**src/rtl/mult32x32_seq.sv**
```systemverilog
// Operand FIFO, job sequencer and result-holding stage in front of a 32x32 iterative multiplier.
// Define MULT_SEQ_SIGNED_EN for two's-complement operands (sign-magnitude around an unsigned multiplier).
module mult32x32_seq #(
   parameter int DEPTH = 4
) (
   input  logic                       clk,
   input  logic                       reset,
   input  logic                       in_valid,
   output logic                       in_ready,
   input  logic [31:0]                in_a,
   input  logic [31:0]                in_b,
   output logic                       out_valid,
   input  logic                       out_ready,
   output logic [63:0]                out_product,
   output logic                       mult_start,
   output logic [31:0]                mult_a,
   output logic [31:0]                mult_b,
   input  logic                       mult_busy,
   input  logic [63:0]                mult_product,
   output logic [$clog2(DEPTH):0]     fifo_count
);

   localparam int PTR_W = $clog2(DEPTH);
   localparam int CNT_W = PTR_W + 1;

   typedef enum logic [1:0] {
      ST_IDLE  = 2'd0,
      ST_ISSUE = 2'd1,
      ST_WAIT  = 2'd2,
      ST_HOLD  = 2'd3
   } state_t;

   state_t             state_q, state_d;
   logic [63:0]        mem_q [DEPTH];
   logic [63:0]        mem_d [DEPTH];
   logic [PTR_W-1:0]   wr_ptr_q, wr_ptr_d;
   logic [PTR_W-1:0]   rd_ptr_q, rd_ptr_d;
   logic [CNT_W-1:0]   count_q, count_d;
   logic               in_ready_q, in_ready_d;
   logic [31:0]        op_a_q, op_a_d;
   logic [31:0]        op_b_q, op_b_d;
   logic               mult_start_q, mult_start_d;
   logic               out_valid_q, out_valid_d;
   logic [63:0]        product_q, product_d;
   logic               push_s;
   logic               pop_s;
   logic [63:0]        head_s;
`ifdef MULT_SEQ_SIGNED_EN
   logic               sign_q, sign_d;

   function automatic logic [31:0] magnitude32(input logic [31:0] v);
      return v[31] ? (~v + 32'd1) : v;
   endfunction

   function automatic logic [63:0] negate64(input logic [63:0] v);
      return ~v + 64'd1;
   endfunction
`endif

   assign in_ready    = in_ready_q;
   assign out_valid   = out_valid_q;
   assign out_product = product_q;
   assign mult_start  = mult_start_q;
   assign mult_a      = op_a_q;
   assign mult_b      = op_b_q;
   assign fifo_count  = count_q;

   assign push_s = in_valid & in_ready_q;
   assign head_s = mem_q[rd_ptr_q];

   // Sequencer: next state, pop decision, operand load and result capture.
   always_comb begin
      state_d     = state_q;
      pop_s       = 1'b0;
      out_valid_d = out_valid_q;
      product_d   = product_q;
      op_a_d      = op_a_q;
      op_b_d      = op_b_q;
`ifdef MULT_SEQ_SIGNED_EN
      sign_d      = sign_q;
`endif
      case (state_q)
         ST_IDLE: begin
            if (count_q != CNT_W'(0)) begin
               pop_s   = 1'b1;
               state_d = ST_ISSUE;
            end else begin
               state_d = ST_IDLE;
            end
         end
         ST_ISSUE: begin
            state_d = ST_WAIT;
         end
         ST_WAIT: begin
            if (!mult_busy) begin
`ifdef MULT_SEQ_SIGNED_EN
               product_d = sign_q ? negate64(mult_product) : mult_product;
`else
               product_d = mult_product;
`endif
               out_valid_d = 1'b1;
               state_d     = ST_HOLD;
            end else begin
               state_d = ST_WAIT;
            end
         end
         ST_HOLD: begin
            if (out_ready) begin
               out_valid_d = 1'b0;
               if (count_q != CNT_W'(0)) begin
                  pop_s   = 1'b1;
                  state_d = ST_ISSUE;
               end else begin
                  state_d = ST_IDLE;
               end
            end else begin
               state_d = ST_HOLD;
            end
         end
         default: begin
            state_d     = ST_IDLE;
            out_valid_d = 1'b0;
         end
      endcase

      if (pop_s) begin
`ifdef MULT_SEQ_SIGNED_EN
         op_a_d = magnitude32(head_s[63:32]);
         op_b_d = magnitude32(head_s[31:0]);
         sign_d = head_s[63] ^ head_s[31];
`else
         op_a_d = head_s[63:32];
         op_b_d = head_s[31:0];
`endif
      end else begin
         op_a_d = op_a_q;
         op_b_d = op_b_q;
      end

      mult_start_d = (state_d == ST_ISSUE);
   end

   // FIFO storage, pointers and occupancy; a full FIFO refuses pushes even while popping.
   always_comb begin
      mem_d    = mem_q;
      wr_ptr_d = wr_ptr_q;
      rd_ptr_d = rd_ptr_q;
      count_d  = count_q;
      if (push_s) begin
         mem_d[wr_ptr_q] = {in_a, in_b};
         wr_ptr_d        = wr_ptr_q + PTR_W'(1);
      end else begin
         wr_ptr_d = wr_ptr_q;
      end
      if (pop_s) begin
         rd_ptr_d = rd_ptr_q + PTR_W'(1);
      end else begin
         rd_ptr_d = rd_ptr_q;
      end
      case ({push_s, pop_s})
         2'b10:   count_d = count_q + CNT_W'(1);
         2'b01:   count_d = count_q - CNT_W'(1);
         default: count_d = count_q;
      endcase
      in_ready_d = (count_d != CNT_W'(DEPTH));
   end

   // State register; reset discards the queue and any in-flight job.
   always_ff @(posedge clk or negedge reset) begin
      if (!reset) begin
         state_q      <= ST_IDLE;
         wr_ptr_q     <= '0;
         rd_ptr_q     <= '0;
         count_q      <= '0;
         in_ready_q   <= 1'b0;
         op_a_q       <= 32'd0;
         op_b_q       <= 32'd0;
         mult_start_q <= 1'b0;
         out_valid_q  <= 1'b0;
         product_q    <= 64'd0;
`ifdef MULT_SEQ_SIGNED_EN
         sign_q       <= 1'b0;
`endif
         for (int i = 0; i < DEPTH; i++) begin
            mem_q[i] <= 64'd0;
         end
      end else begin
         state_q      <= state_d;
         wr_ptr_q     <= wr_ptr_d;
         rd_ptr_q     <= rd_ptr_d;
         count_q      <= count_d;
         in_ready_q   <= in_ready_d;
         op_a_q       <= op_a_d;
         op_b_q       <= op_b_d;
         mult_start_q <= mult_start_d;
         out_valid_q  <= out_valid_d;
         product_q    <= product_d;
`ifdef MULT_SEQ_SIGNED_EN
         sign_q       <= sign_d;
`endif
         for (int i = 0; i < DEPTH; i++) begin
            mem_q[i] <= mem_d[i];
         end
      end
   end

endmodule

```
**config.mk**
```make
export PLATFORM = sky130hd
export DESIGN_NAME = mult32x32_seq
export DESIGN_NICKNAME = d
export VERILOG_FILES = /design/src/rtl/mult32x32_seq.sv
export SDC_FILE = /design/constraint.sdc
export NUM_CORES = 1
export LEC_CHECK = 0
export CELL_PAD_IN_SITES_DETAIL_PLACEMENT = 1
export CELL_PAD_IN_SITES_GLOBAL_PLACEMENT = 1
export CORE_MARGIN = 2
export CORE_UTILIZATION = 45
export CTS_BUF_LIST = sky130_fd_sc_hd__clkbuf_16
export CTS_CLUSTER_DIAMETER = 60
export DETAILED_ROUTE_END_ITERATION = 12
export GPL_ROUTABILITY_DRIVEN = 0
export PLACE_DENSITY_LB_ADDON = 0.1
export SYNTH_ARGS = -nofsm -noshare
export SYNTH_HDL_FRONTEND = slang
export SYNTH_SLANG_ARGS = --single-unit
```
**constraint.sdc**
```tcl
create_clock -name clk -period 3.61 [get_ports clk]
set_input_delay 0.722 -clock clk [delete_from_list [all_inputs] [get_ports clk]]
set_output_delay 0.722 -clock clk [all_outputs]
set_load 0.1 [all_outputs]
```
* Word level (Yosys, flattened, before mapping)
Index checks and enable logic that the tools add are counted.
Storage, ports and cells: register bits 396, bits of input ports 133, output and inout port bits 134, logic and storage cells 57
Operators by class: $add $sub $neg 4, $lt $le $gt $ge 3, equality and inequality tests 9, mux-type cells 17, bitwise operators 4, reduce and logical (&&, ||, !) cells 6
Operator list (number):
- $bwmux W256 | 1
- $mux W64 | 3
- $bmux W64 S2 | 1
- $demux W64 S2 | 1
- $pmux W2 S4 | 1
- $eq A2 B1 Y1 const B | 3
- $eq A2 B2 Y1 const B | 3
- $ge A3 B3 Y1 const B | 2
- $mux W1 | 6
- $not A2 Y3 | 2
- $pmux W3 S2 | 1
- $add A2 B1 Y2 const B | 2
- $ne A2 B2 Y1 const B | 2
- $pmux W1 S2 | 2
- $add A3 B1 Y3 const B | 1
- $lt A3 B1 Y1 const B | 1
- $ne A3 B3 Y1 const B | 1
- $reduce_and A3 Y1 | 1
- $reduce_bool A3 Y1 | 1
- $sub A3 B1 Y3 const B | 1
- $logic_not A2 Y1 | 1
- $mux W2 | 1
- $reduce_and A2 Y1 | 1
- $reduce_bool A2 Y1 | 1
- 3 further kinds | 3

* Logic depth before layout (Yosys ltp)
depth after elaboration 7, mapped depth 12, gate-level depth less buffers 10

* Worst setup path after synthesis
Ideal clock, no wire load.
path kind flip-flop to flip-flop, start point register count_q[1], in the netlist fifo_count[1], end point register count_q[2], in the netlist fifo_count[2], library setup time 127 ps, arrival 2876 ps, data required time 3483 ps, setup slack 606 ps, stages on the path, launching flop included 11, path buffers 2, clock period less this slack 3004 ps, path through dfrtp_1 nor3_4 nor3_2 buf_4 buf_4 ha_1 inv_1 fa_1 xor2_1 o21a_1 or2_2
On the way: word-level cells in the longest chain between the ends 6, elaborated cells between the ends (all ways) 9, classes of those cells add/sub: 2; eq/ne: 2; mux: 4; reduce/logical: 1
RTL lines:
- start: declaration | line 38 | logic [CNT_W-1:0] count_q, count_d;
- start signal: assignment | line 191 | count_q <= count_d;
- $reduce_bool A3 Y1 (*) | line 84, 110
- $mux W1 (*) | line 84, 110
- $mux W1 | line 108 | if (out_ready) begin
- $pmux W1 S2 (*) | line 82 | case (state_q)
- via pop_s | line 46 | logic pop_s;
- $eq A2 B1 Y1 or $eq A2 B2 Y1 (tied branches) | line 160 | case ({push_s, pop_s})
- $pmux W3 S2 (*) | line 160
- via count_d[2] | line 38
Mark *: on every way through the listed nets, which the timed path passes. The rest lies on a longest branch. A chain may end at the register's enable or synchronous reset.

* Final worst setup path
start point register count_q[1], in the netlist fifo_count[1], end point output port fifo_count[1]
RTL lines:
- end: declaration | line 20 | output logic [$clog2(DEPTH):0] fifo_count
No word-level cell between the ends.

==> impl_summary.log <==
INFO  metric ys_types = 31
INFO  metric crit_path_end_kind = output port
INFO  metric cts_buffers = 43
INFO  metric mostFrequentLayoutCells = dfrtp_1, mux2_2, clkdlybuf4s50_1
INFO  metric synth_simple_gate_area_share = 0.604%
INFO  metric io_buffers = 266
INFO  metric core_region_area = between 30000 and 40000 um2
INFO  metric synthesis.yosys.warnings = 0
INFO  metric drtPass1Iterations = 4
INFO  metric fin_worst_skew = ~0.011 ns
INFO  metric crit_chain = clkdlybuf4s50_1
INFO  metric dominant_combinational_cell_family_by_area_after_synthesis = multiplexers
INFO  metric holdCritPathClass = in2async
INFO  metric netlist_top_cells_area = dfrtp_1, mux2_2, mux4_2
INFO  metric grt_util_all_layers = 20.5%
INFO  metric vias = 9202
INFO  metric synth_mux_area_share = between 30% and 40%
INFO  metric yosys.area.top_type_share = 60.5%
INFO  metric fp.dieArea = 37900 um2
INFO  metric maxCapViolations = 0
INFO  metric design.portCount = 267
INFO  metric wl_met3 = ~2.4 mm
INFO  metric tritoncts_clock_tree = built
INFO  metric cp.required = roughly 2.9 ns
INFO  metric num-nets-final = roughly 1400
INFO  metric number_of_buffers_inserted_by_post_cts_setup_repair = 0
INFO  metric cts_htree_levels = 2
INFO  metric met1Wirelength = 15.4 mm
INFO  metric final_max_slew_viol_count = 0
INFO  metric grt_pass1_wl = between 50 and 60 mm
INFO  metric max-slew-margin-rel = 24.7%
INFO  metric highest_signal_layer = met5
INFO  metric cts-hold-fix-buffers = 0
INFO  metric critical_path_arrival = approximately 2.2 ns
INFO  metric die_x = a little under 200 um
INFO  metric worst_setup_path_type = reg2out
INFO  metric post_synth_xor_area_fraction = less than 1%
INFO  metric max_freq = 339 MHz
INFO  metric critical_path_maximum_fanout = 5
INFO  metric clk_transition_reported_paths = 0.06 ns
INFO  metric crit_path_start_kind = register
INFO  metric worst-slew-pin-transition = 1.13 ns
INFO  metric fill_cells = 3276
INFO  metric antenna_found_initial = 5
INFO  metric route.antenna.remaining_nets = 0
INFO  metric setup_violations = 0
INFO  metric vertical_die_dimension = 195 um
INFO  metric wirelength = 37.8 mm
INFO  metric clk_sinks = approximately 400
INFO  metric synthesis.area = 16400 um2
INFO  metric synth_cells = 951
INFO  metric hold_violations = 0
INFO  metric status = completed
INFO  metric final_min_period_over_clock_period = 81.6%
INFO  metric cts.root.buffer_cell = clkbuf_16
INFO  metric final_common_cell = dfrtp_1
INFO  metric cell_area_reported_after_detailed_placement = 19600 um2
INFO  metric postLayoutCoreUtil = between 50 and 60%
INFO  metric grt_max_degree = 87
INFO  metric area_growth = 28.3%
INFO  metric drt_iter0_markers = 220
INFO  metric hpwl = 23.1 mm
INFO  metric synth-adder-area-share = less than 1%
INFO  metric clock_path_buffers = 3
INFO  metric worstSkewPairLatency = 0.55 ns
INFO  metric timing.critical_path.slowest_cell_delay = 1.19 ns
INFO  metric floorplan.initialDensity = 45.8%
INFO  metric routed_wire_length_per_instance = 21.9 um
INFO  metric drt_drc_violations_left = 0
INFO  metric tns = 0 ns
INFO  metric post-synth-top-area-cell = dfrtp_1
INFO  metric compound_gate_fraction_of_synth_area = less than 1%
INFO  metric rsz0062_at_grt = false
INFO  metric timing.critical_path.slowest_stage_cell = clkdlybuf4s50_1
INFO  metric drive_above_1_share = about 44%
INFO  metric syn_area_per_cell = 17.2 um2
INFO  metric synth.net_count = 1094
INFO  metric stdcell_area = 21000 um2
INFO  metric crit_buf_inv = 1
INFO  metric first_global_vias = 10300
INFO  metric row_count = 69
INFO  metric wl_met2 = 19.3 mm
INFO  metric via_per_inst = between 5 and 6
INFO  metric timing.critical_path.max_delay_family = buffers and inverters
INFO  metric post_cts_resize_count = 0
INFO  metric timing.final.crit_period = around 2.9 ns
INFO  metric aggregate_global_routing_overflow = 0
INFO  metric sequential_to_total_area_share_from_yosys_stat = 60.5%
INFO  metric ys_seq_elements = ~400
==> state kept, by name (all words and copies together) (netlist names) <==
name	count
mem_q	256
fifo_count	3
mult_start	1
in_ready	1
wr_ptr_q	2
out_product	64
mult_b	32
rd_ptr_q	2
state_q	2
out_valid	1
mult_a	32
==> synth_stat cells <==
library cell,n
ha_1,9
mux4_2,64
buf_4,5
nor3_2,1
nor3_1,2
o21bai_1,1
xor2_1,3
nor4b_1,1
a211oi_1,2
nand2b_1,1
dfrtp_1,396
nand2_1,1
nor2b_1,1
o22ai_1,1
a21oi_1,3
a21o_1,1
a31oi_1,1
nor3_4,1
buf_2,36
o21ai_0,1
buf_6,5
mux2_2,385
o21a_1,1
xnor2_1,2
buf_1,1
inv_1,10
nor2_1,3
clkbuf_1,7
or2_2,1
nand3_1,4
fa_1,1
==> worst paths after layout <==
kind                          startpoint             end  slack (ns)  cells after the start
max                        fifo_count[1]   fifo_count[1]        0.66                      1
max reg2reg                   state_q[1]   fifo_count[2]        1.09                      9
min reg2reg                    mem_q[58]       mem_q[58]        0.50                      1
max in group asynchronous          reset      mem_q[203]        2.53                      2
min in group clk               mem_q[58]       mem_q[58]        0.50                      1
min                                reset  out_product[5]        0.16                      1
==> final cells by class <==
type / instances / area [um2] / area share [%]
flip-flops and latches: 396 / 9920 / 47.2
multi-input cells: 491 / 6190 / 29.4
inverters: 10 / 37.5 / 0.179
well taps: 461 / 577 / 2.75
diodes: 1 / 2.50 / 0.0119
repair buffers: 285 / 2900 / 13.8
clock inverters: 33 / 264 / 1.26
clock buffers: 45 / 1130 / 5.36
==> routing by layer <==
metal  track usage [%]  vias up
met5                 0        -
li1                  -     4023
met2              36.2      228
met3              5.60       49
met1              24.6     4894
met4              5.54        8
==> logic make-up after synthesis <==
family	count (synthesis)
mux	449
fa+ha+maj	10
flops	396
buf+inv	64
xor+xnor	5
compound gates	11
simple gates	16
==> through the flow <==
| step | instances | setup slack (ns) | hold slack, ns |
|---|---|---|---|
| floorplan | 951 | 0.606 | 0.426 |
| global placement | 1643 | 0.649 | 0.482 |
| detailed placement | 1643 | 0.593 | 0.488 |
| CTS | 1721 | 0.627 | 0.170 |
| global route | 1722 | 0.602 | 0.191 |
| finish | 1722 | 0.664 | 0.156 |
Power is not shown: default switching activity piles up to over one toggle a cycle in this logic, so the estimate is an artifact.
